**config.mk**
```make
export PLATFORM = sky130hd
export DESIGN_NAME = ft245_sync_ctrl
export DESIGN_NICKNAME = d
export VERILOG_FILES = /design/src/rtl/ft245_sync_ctrl.sv
export SDC_FILE = /design/constraint.sdc
export NUM_CORES = 1
export LEC_CHECK = 0
export ABC_AREA = 1
export CELL_PAD_IN_SITES_DETAIL_PLACEMENT = 1
export CELL_PAD_IN_SITES_GLOBAL_PLACEMENT = 1
export CORE_MARGIN = 1
export CORE_UTILIZATION = 27
export DETAILED_ROUTE_END_ITERATION = 10
export PLACE_DENSITY_LB_ADDON = 0.1
export SYNTH_ARGS = -nofsm -noshare
export SYNTH_HDL_FRONTEND = slang
export SYNTH_SLANG_ARGS = --single-unit
```
**constraint.sdc**
```tcl
create_clock -name clk -period 3.6 [get_ports clk]
set_clock_uncertainty 0.1 [all_clocks]
set_input_delay 0.36 -clock clk [delete_from_list [all_inputs] [get_ports clk]]
set_output_delay 0.36 -clock clk [all_outputs]
set_load 0.02 [all_outputs]
```
**src/rtl/ft245_sync_ctrl.sv**
```systemverilog
// FT2232H synchronous-FIFO (245 mode) bus controller: arbitrates capped RX/TX bursts
// between the FT bus and the local FIFOs, with a turnaround gap between bursts.
module ft245_sync_ctrl #(
  parameter int DATA_W    = 8,
  parameter int MAX_BURST = 64
) (
  input  logic              clk,
  input  logic              rst,
  input  logic              rx_go,
  input  logic              tx_go,
  input  logic              ft_rxf_n,
  input  logic              ft_txe_n,
  input  logic [DATA_W-1:0] ft_data_in,
  output logic [DATA_W-1:0] ft_data_out,
  output logic              ft_data_oe,
  output logic              ft_oe_n,
  output logic              ft_rd_n,
  output logic              ft_wr_n,
  output logic              fa_wr_en,
  output logic [DATA_W-1:0] fa_wr_data,
  input  logic              fa_full,
  output logic              fb_rd_en,
  input  logic [DATA_W-1:0] fb_rd_data,
  input  logic              fb_empty,
  output logic              busy
);

  // state    | meaning
  // IDLE     | bus parked, waiting for a go decision
  // RX_TURN  | FT drives the bus (OE# low), no read strobe yet
  // RX_BURST | FT -> FIFO A, one word per clock
  // TX_BURST | FIFO B -> FT, one word per clock
  // GAP      | one-cycle bus turnaround, everything released

  localparam int CNT_W = $clog2(MAX_BURST + 1);
  localparam logic [CNT_W-1:0] LAST_CNT = CNT_W'(MAX_BURST - 1);

  typedef enum logic [2:0] {IDLE, RX_TURN, RX_BURST, TX_BURST, GAP} state_t;
  typedef enum logic {DIR_RX, DIR_TX} dir_t;

  state_t            state, state_nxt;
  dir_t              last_dir, last_dir_nxt;
  logic [CNT_W-1:0]  burst_cnt, burst_cnt_nxt;
  logic              oe_n_dec, rd_n_dec, wr_n_dec, data_oe_dec, fa_wr_dec, fb_rd_dec;
  logic              cap_hit;

  always_ff @(posedge clk or posedge rst) begin
    if (rst) begin
      state     <= IDLE;
      last_dir  <= DIR_TX;
      burst_cnt <= '0;
    end else begin
      state     <= state_nxt;
      last_dir  <= last_dir_nxt;
      burst_cnt <= burst_cnt_nxt;
    end
  end

  always_comb begin
    state_nxt     = state;
    last_dir_nxt  = last_dir;
    burst_cnt_nxt = burst_cnt;
    oe_n_dec      = 1'b1;
    rd_n_dec      = 1'b1;
    wr_n_dec      = 1'b1;
    data_oe_dec   = 1'b0;
    fa_wr_dec     = 1'b0;
    fb_rd_dec     = 1'b0;
    cap_hit       = (burst_cnt == LAST_CNT);
    case (state)
      IDLE: begin
        // with both requests pending, serve the direction that waited last time
        if (rx_go && (!tx_go || last_dir == DIR_TX)) begin
          state_nxt     = RX_TURN;
          burst_cnt_nxt = '0;
        end else if (tx_go) begin
          state_nxt     = TX_BURST;
          burst_cnt_nxt = '0;
        end
      end
      RX_TURN: begin
        oe_n_dec  = 1'b0;
        state_nxt = RX_BURST;
      end
      RX_BURST: begin
        oe_n_dec  = 1'b0;
        rd_n_dec  = fa_full;
        fa_wr_dec = !fa_full && !ft_rxf_n;
        if (fa_wr_dec) burst_cnt_nxt = burst_cnt + CNT_W'(1);
        if (ft_rxf_n || fa_full || (fa_wr_dec && cap_hit)) begin
          state_nxt    = GAP;
          last_dir_nxt = DIR_RX;
        end
      end
      TX_BURST: begin
        data_oe_dec = 1'b1;
        wr_n_dec    = fb_empty;
        fb_rd_dec   = !fb_empty && !ft_txe_n;
        if (fb_rd_dec) burst_cnt_nxt = burst_cnt + CNT_W'(1);
        if (ft_txe_n || fb_empty || (fb_rd_dec && cap_hit)) begin
          state_nxt    = GAP;
          last_dir_nxt = DIR_TX;
        end
      end
      GAP:     state_nxt = IDLE;
      default: state_nxt = IDLE;
    endcase
  end

  // strobes are also gated by rst so nothing fires while reset is held
  assign ft_oe_n     = oe_n_dec | rst;
  assign ft_rd_n     = rd_n_dec | rst;
  assign ft_wr_n     = wr_n_dec | rst;
  assign ft_data_oe  = data_oe_dec & ~rst;
  assign fa_wr_en    = fa_wr_dec & ~rst;
  assign fb_rd_en    = fb_rd_dec & ~rst;
  assign fa_wr_data  = ft_data_in;
  assign ft_data_out = fb_rd_data;
  assign busy        = (state != IDLE);

endmodule

```
==> results.cfg, run 1 <==
[setup_path]
r2r_setup_slack_ns = 2.18
cp.required_ns = 3.14
crit_arrival_ns = 1.95
timing.rr.end = burst_cnt[0]
crit_type = in2out
crit_end = ft_oe_n
cp-start-kind = input port
cp-end-kind = primary output
cp_max_fo = 13
rr_worst_depth = 6
crit_start = rst
r2r_start = state[2]

[cells_and_area]
nFillCells = 397
syn_to_final_growth_pct = 11.9
diodes = 0
final_nets = 155
multi_input_area_um2 = 398
utilization_pct = 31.6
layout-drive-gt1-share_pct = 14.7
regArea_um2 = 277

[logic_synthesis]
syn_area_um2 = 855
synth-seq-cells = 11
synthesis.nets = 152
synth.distinct_cells = 20
synth_warnings = 0
syn_area_per_cell_um2 = 6.73
synth_cells = 127
synth.yosys.seq_area_share_pct = 32.4

[timing]
setup_viol = 0
fin_crit_sh_pct = 66.9
rsz0062_at_grt = false
fin_setup_tns_ns = 0
fmax_mhz = 415
hold_viol_final = 0
max_slew.worst_pin.slew_ns = 0.492
finalCriticalPeriod_ns = 2.41
finalMaxSlewViolations = 0
slew_headroom_pct = 67.2

[clock_network]
clock-sinks = 11
cts_made_buffers = 3
cts-root-buf = clkbuf_4
holdBufCountCts = 0
cts.clk_slew.worst_paths_ns = 0.07
cts_setup_buffers = 0
cts_tree = done
htreeDepth = 1
cts_buffer_depth = 2
cts-resized-gates = 0
clk-insertion-delay-late_ns = 0.27

[pwr]
p_clk_share_pct = 15.3
power_switching_share_pct = 46.0
combinationalPowerShare_pct = 50.9
p_seq_share_pct = 33.8
p_switching_mw = 0.256
powerDensity_nw_per_um2 = 581
p_int_mw = 0.300
vdd_drop_max_uv = 187
p_leak_nw = 0.447

[die]
die_area_um2 = 3390
start_util_pct = 28.2
die_w_um = 58.3
core_um2 = 3030
io_pins = 47
die_h_um = 58.3
num_rows = 20

[placement]
portBuffers = 14
place_hpwl_um = 1650
gp_congestion = 0.753

[drt]
wl_per_cell_um = 11.7
first_pass_iters = 2
ant_nets = 0
via_count = 752
via_per_inst = 4.35
remaining_drc_errors = 0
finalWirelength_um = 2020
drtIter0Drc = 19

[global_route]
antenna_found_initial = 0
grt_pass1_vias = 717
grt_usage_pct = 13.7
grt_overflow = 0
grt_pass1_wl_um = 3410
grt_max_degree = 14

[run]
drv_cap = 0

[hold_path]
hold_path.class = reg2reg

[outcome]
status = finished clean
==> worst min-delay path by stage <==
| stage | start | to | slack, ns | depth (start not counted) |
|---|---|---|---|---|
| 5_1_grt | last_dir | last_dir | 0.38 | 2 |
| 4_1_cts | last_dir | last_dir | 0.37 | 2 |
| 3_3_place_gp | last_dir | last_dir | 0.36 | 2 |
| 3_5_place_dp | last_dir | last_dir | 0.36 | 2 |
| 2_1_floorplan | rst | burst_cnt[0] | 0.13 | 1 |
| 6_report | last_dir | last_dir | 0.36 | 2 |
==> stage by stage <==
stage	instance area [um^2]	hold WS, ns	instances	setup slack, ns	total power [mW]
after global routing	956	0.382	173	1.02	0.607
final	956	0.365	173	1.19	0.556
after global placement	930	0.357	169	1.17	0.477
after detailed placement	930	0.360	169	1.15	0.476
after CTS	956	0.370	173	1.14	0.566
after floorplan	855	0.126	127	1.83	0.407
==> critical path, stage by stage <==
cell and delay [ns]:
clkdlybuf4s50_1 0.46, inv_1 0.40, o21ai_0 0.16, clkdlybuf4s50_1 0.57
==> flip-flops by register name, indices dropped and copies added (netlist names) <==
register	cells
burst_cnt	7
last_dir	1
state	3
==> area by class of cell <==
cell class / instances / area share, %
Multi-Input combinational cell: 84 / 41.6
Sequential cell: 11 / 28.9
Timing Repair Buffer: 14 / 14.7
Inverter: 16 / 6.28
Tap cell: 44 / 5.76
Clock buffer: 4 / 2.75
==> synthesized netlist by cell type, drive strengths merged <==
cell type	count	area, um^2
nand2	44	178
nor2	17	83.8
buf	16	120
inv	16	60.1
dfrtp	10	250
nand3	10	55.1
a21oi	4	20.0
o21ai	3	15.0
nor3	2	10.0
dfstp	1	26.3
ha	1	12.5
nand3b	1	7.51
nor3b	1	7.51
xor2	1	8.76
==> layout by cell type (no fill, tap or decap), types with 2 or more instances in the layout <==
cell type        synthesis  layout
dfrtp_1                 10      10
nand2_1                 39      39
nor2_2                   5       5
o21ai_0                  2       2
nor2_1                  11      11
clkdlybuf4s50_1          0      14
a21oi_1                  4       4
nand2_2                  5       5
nand3_1                  9       9
clkbuf_4                 0       3
nor3_1                   2       2
inv_1                   13      13
inv_2                    3       3
==> power by group through the flow <==
stage	Clock, mW	Sequential [mW]	Combinational [mW]
3_5_place_dp	0	0.191	0.286
4_1_cts	0.0892	0.188	0.289
2_1_floorplan	0	0.183	0.223
5_1_grt	0.0937	0.194	0.320
6_report	0.0851	0.188	0.283
3_3_place_gp	0	0.191	0.286
==> logic make-up after synthesis <==
kind of cell / share of synthesized area, %
AND/OR/NAND/NOR: 40.0
buffers and inverters: 21.1
flip-flops: 32.4
AO/OA/AOI/OAI: 4.10
XOR/XNOR: 1.03
adder cells (fa/ha/maj): 1.46
==> routing by layer <==
metal / global-route usage (%) / wire length (um)
met3: 5.36 / 140
met5: 0 / 0
met2: 20.5 / 950
met1: 17.8 / 915
met4: 5.44 / 17
Power figures use the tool's default switching activity.
==> inputs of run 2 (changes only) <==
--- a/config.mk
+++ b/config.mk
@@ -9,7 +9,7 @@
 export CELL_PAD_IN_SITES_DETAIL_PLACEMENT = 1
 export CELL_PAD_IN_SITES_GLOBAL_PLACEMENT = 1
 export CORE_MARGIN = 1
-export CORE_UTILIZATION = 27
+export CORE_UTILIZATION = 25
 export DETAILED_ROUTE_END_ITERATION = 10
 export PLACE_DENSITY_LB_ADDON = 0.1
 export SYNTH_ARGS = -nofsm -noshare
==> constraint.sdc (replaced) <==
create_clock -name clk -period 2.39 [get_ports clk]
set_clock_uncertainty 0.1 [all_clocks]
set_input_delay 0.239 -clock clk [delete_from_list [all_inputs] [get_ports clk]]
set_output_delay 0.239 -clock clk [all_outputs]
set_load 0.02 [all_outputs]
==> run 2 against run 1 <==
Highest routed layer unchanged. Count of clock-buffer cells in the layout did not move. Final cell count is 0.58% higher. Critical path depth is the same. Largest power group unchanged.
==> results.cfg, run 2 (synthesis results as in run 1) <==
[outcome]
status = finished clean

[timing]
finalCriticalPeriod_ns = 2.11
setup_viol = 0
fin_crit_sh_pct = 88.5
fin_setup_tns_ns = 0
max_slew.worst_pin.slew_ns = 0.286
fmax_mhz = 473
rsz0062_at_grt = false
slew_headroom_pct = 81.0
hold_viol_final = 0
finalMaxSlewViolations = 0

[drt]
drtIter0Drc = 18
via_per_inst = 4.36
first_pass_iters = 4
via_count = 758
wl_per_cell_um = 11.6
remaining_drc_errors = 0
ant_nets = 0
finalWirelength_um = 2020

[pwr]
p_int_mw = 0.451
power_switching_share_pct = 46.6
p_seq_share_pct = 33.7
p_switching_mw = 0.394
powerDensity_nw_per_um2 = 877
p_clk_share_pct = 15.6
p_leak_nw = 0.452
total_power_mw = 0.845
vdd_drop_max_uv = 265
combinationalPowerShare_pct = 50.7

[cells_and_area]
largest_reg_flops = 7
utilization_pct = 30.6
final_nets = 156
diodes = 0
final_common_cell = nand2_1
fin_cells = 174
max_flop_register = burst_cnt
syn_to_final_growth_pct = 12.7
final_cell_mix = 39 x nand2_1, 14 x clkdlybuf4s50_1, 13 x inv_1
layout-drive-gt1-share_pct = 15.4
top_regs = burst_cnt (7), state (3), last_dir (1)

[setup_path]
crit_arrival_ns = 1.78
critPathTopFamily = buffers and inverters
path_cells = nor2_2 -> nand2_1 -> nor2_1 -> clkdlybuf4s50_1
cp-start-kind = flop
cp_num_buf_inv = 1
cp-end-kind = primary output
cp.required_ns = 2.05
cp_slowest_stage_delay_ns = 0.60
crit_type = reg2out
cp_max_fo = 6
cp_slowest_cell = clkdlybuf4s50_1

[clock_network]
holdBufCountCts = 0
cts_setup_buffers = 0
cts.clk_slew.worst_paths_ns = 0.08
clk-insertion-delay-late_ns = 0.27
clock-sinks = 11
cts_made_buffers = 3
htreeDepth = 1
cts-root-buf = clkbuf_4
cts_tree = done
cts_buffer_depth = 2
cts-resized-gates = 0

[die]
io_pins = 47
start_util_pct = 27.1
die_h_um = 60.5
die_w_um = 60.5
core_um2 = 3150
num_rows = 20
die_area_um2 = 3660

[hold_path]
hold_path.class = in2async

[global_route]
grt_usage_pct = 12.3
grt_pass1_vias = 747
grt_pass1_wl_um = 3350
antenna_found_initial = 0
grt_max_degree = 12
grt_overflow = 0

[placement]
gp_congestion = 0.705
place_hpwl_um = 1630
placed_cells = 170
portBuffers = 14

[run]
drv_cap = 0
run 2: cell types whose count changed in the layout (fill, tap and decap cells not counted), sizes merged:
cell  change
buf       +1
run 2: metrics by stage:
stage	setup WS [ns]	hold slack (ns)	instance area [um^2]
4_1_cts	0.256	0.314	963
2_1_floorplan	0.741	0.00467	855
5_1_grt	0.167	0.343	963
3_5_place_dp	0.381	0.363	937
6_report	0.276	0.305	963
3_3_place_gp	0.413	0.356	937
run 2: worst paths after layout:
path / startpoint / end / slack [ns] / depth (start not counted)
hold / removal: rst / burst_cnt[5] / 0.30 / 3
setup reg to reg: state[2] / burst_cnt[0] / 0.96 / 6
max in group asynchronous: rst / last_dir / 1.65 / 3
setup / recovery: state[2] / fb_rd_en / 0.28 / 4
min in group clk: last_dir / last_dir / 0.37 / 2
hold reg to reg: last_dir / last_dir / 0.37 / 2
run 2: cell type report:
type	instances	area (um^2)
clock buffers	4	26.3
fillers	409	2190
inverters	16	60.1
multi-input cells	84	398
flip-flops and latches	11	277
well taps	44	55.1
repair buffers	15	148
run 2: layer usage:
layer,global-route usage [%],up-vias,wire [um]
met3,2.77,6,85
met5,0,-,0
met1,17.2,354,1040
met2,19.0,18,869
li1,-,380,-
met4,3.90,0,21
run 2: worst reg2reg max path, cell delays in order (launching register included):
cell and delay (ns):
dfrtp_1 0.48, nor2_2 0.22, nand2_1 0.07, nand2_1 0.11, nand2_2 0.08, nor2_4 0.16, a21oi_1 0.09
run 2: power groups by stage:
stage / logic, mW / clock network, mW / registers, mW
global placement: 0.437 / 0 / 0.287
floorplan: 0.336 / 0 / 0.276
finish: 0.428 / 0.132 / 0.285
CTS: 0.440 / 0.136 / 0.285
detailed placement: 0.438 / 0 / 0.289
global route: 0.482 / 0.143 / 0.293
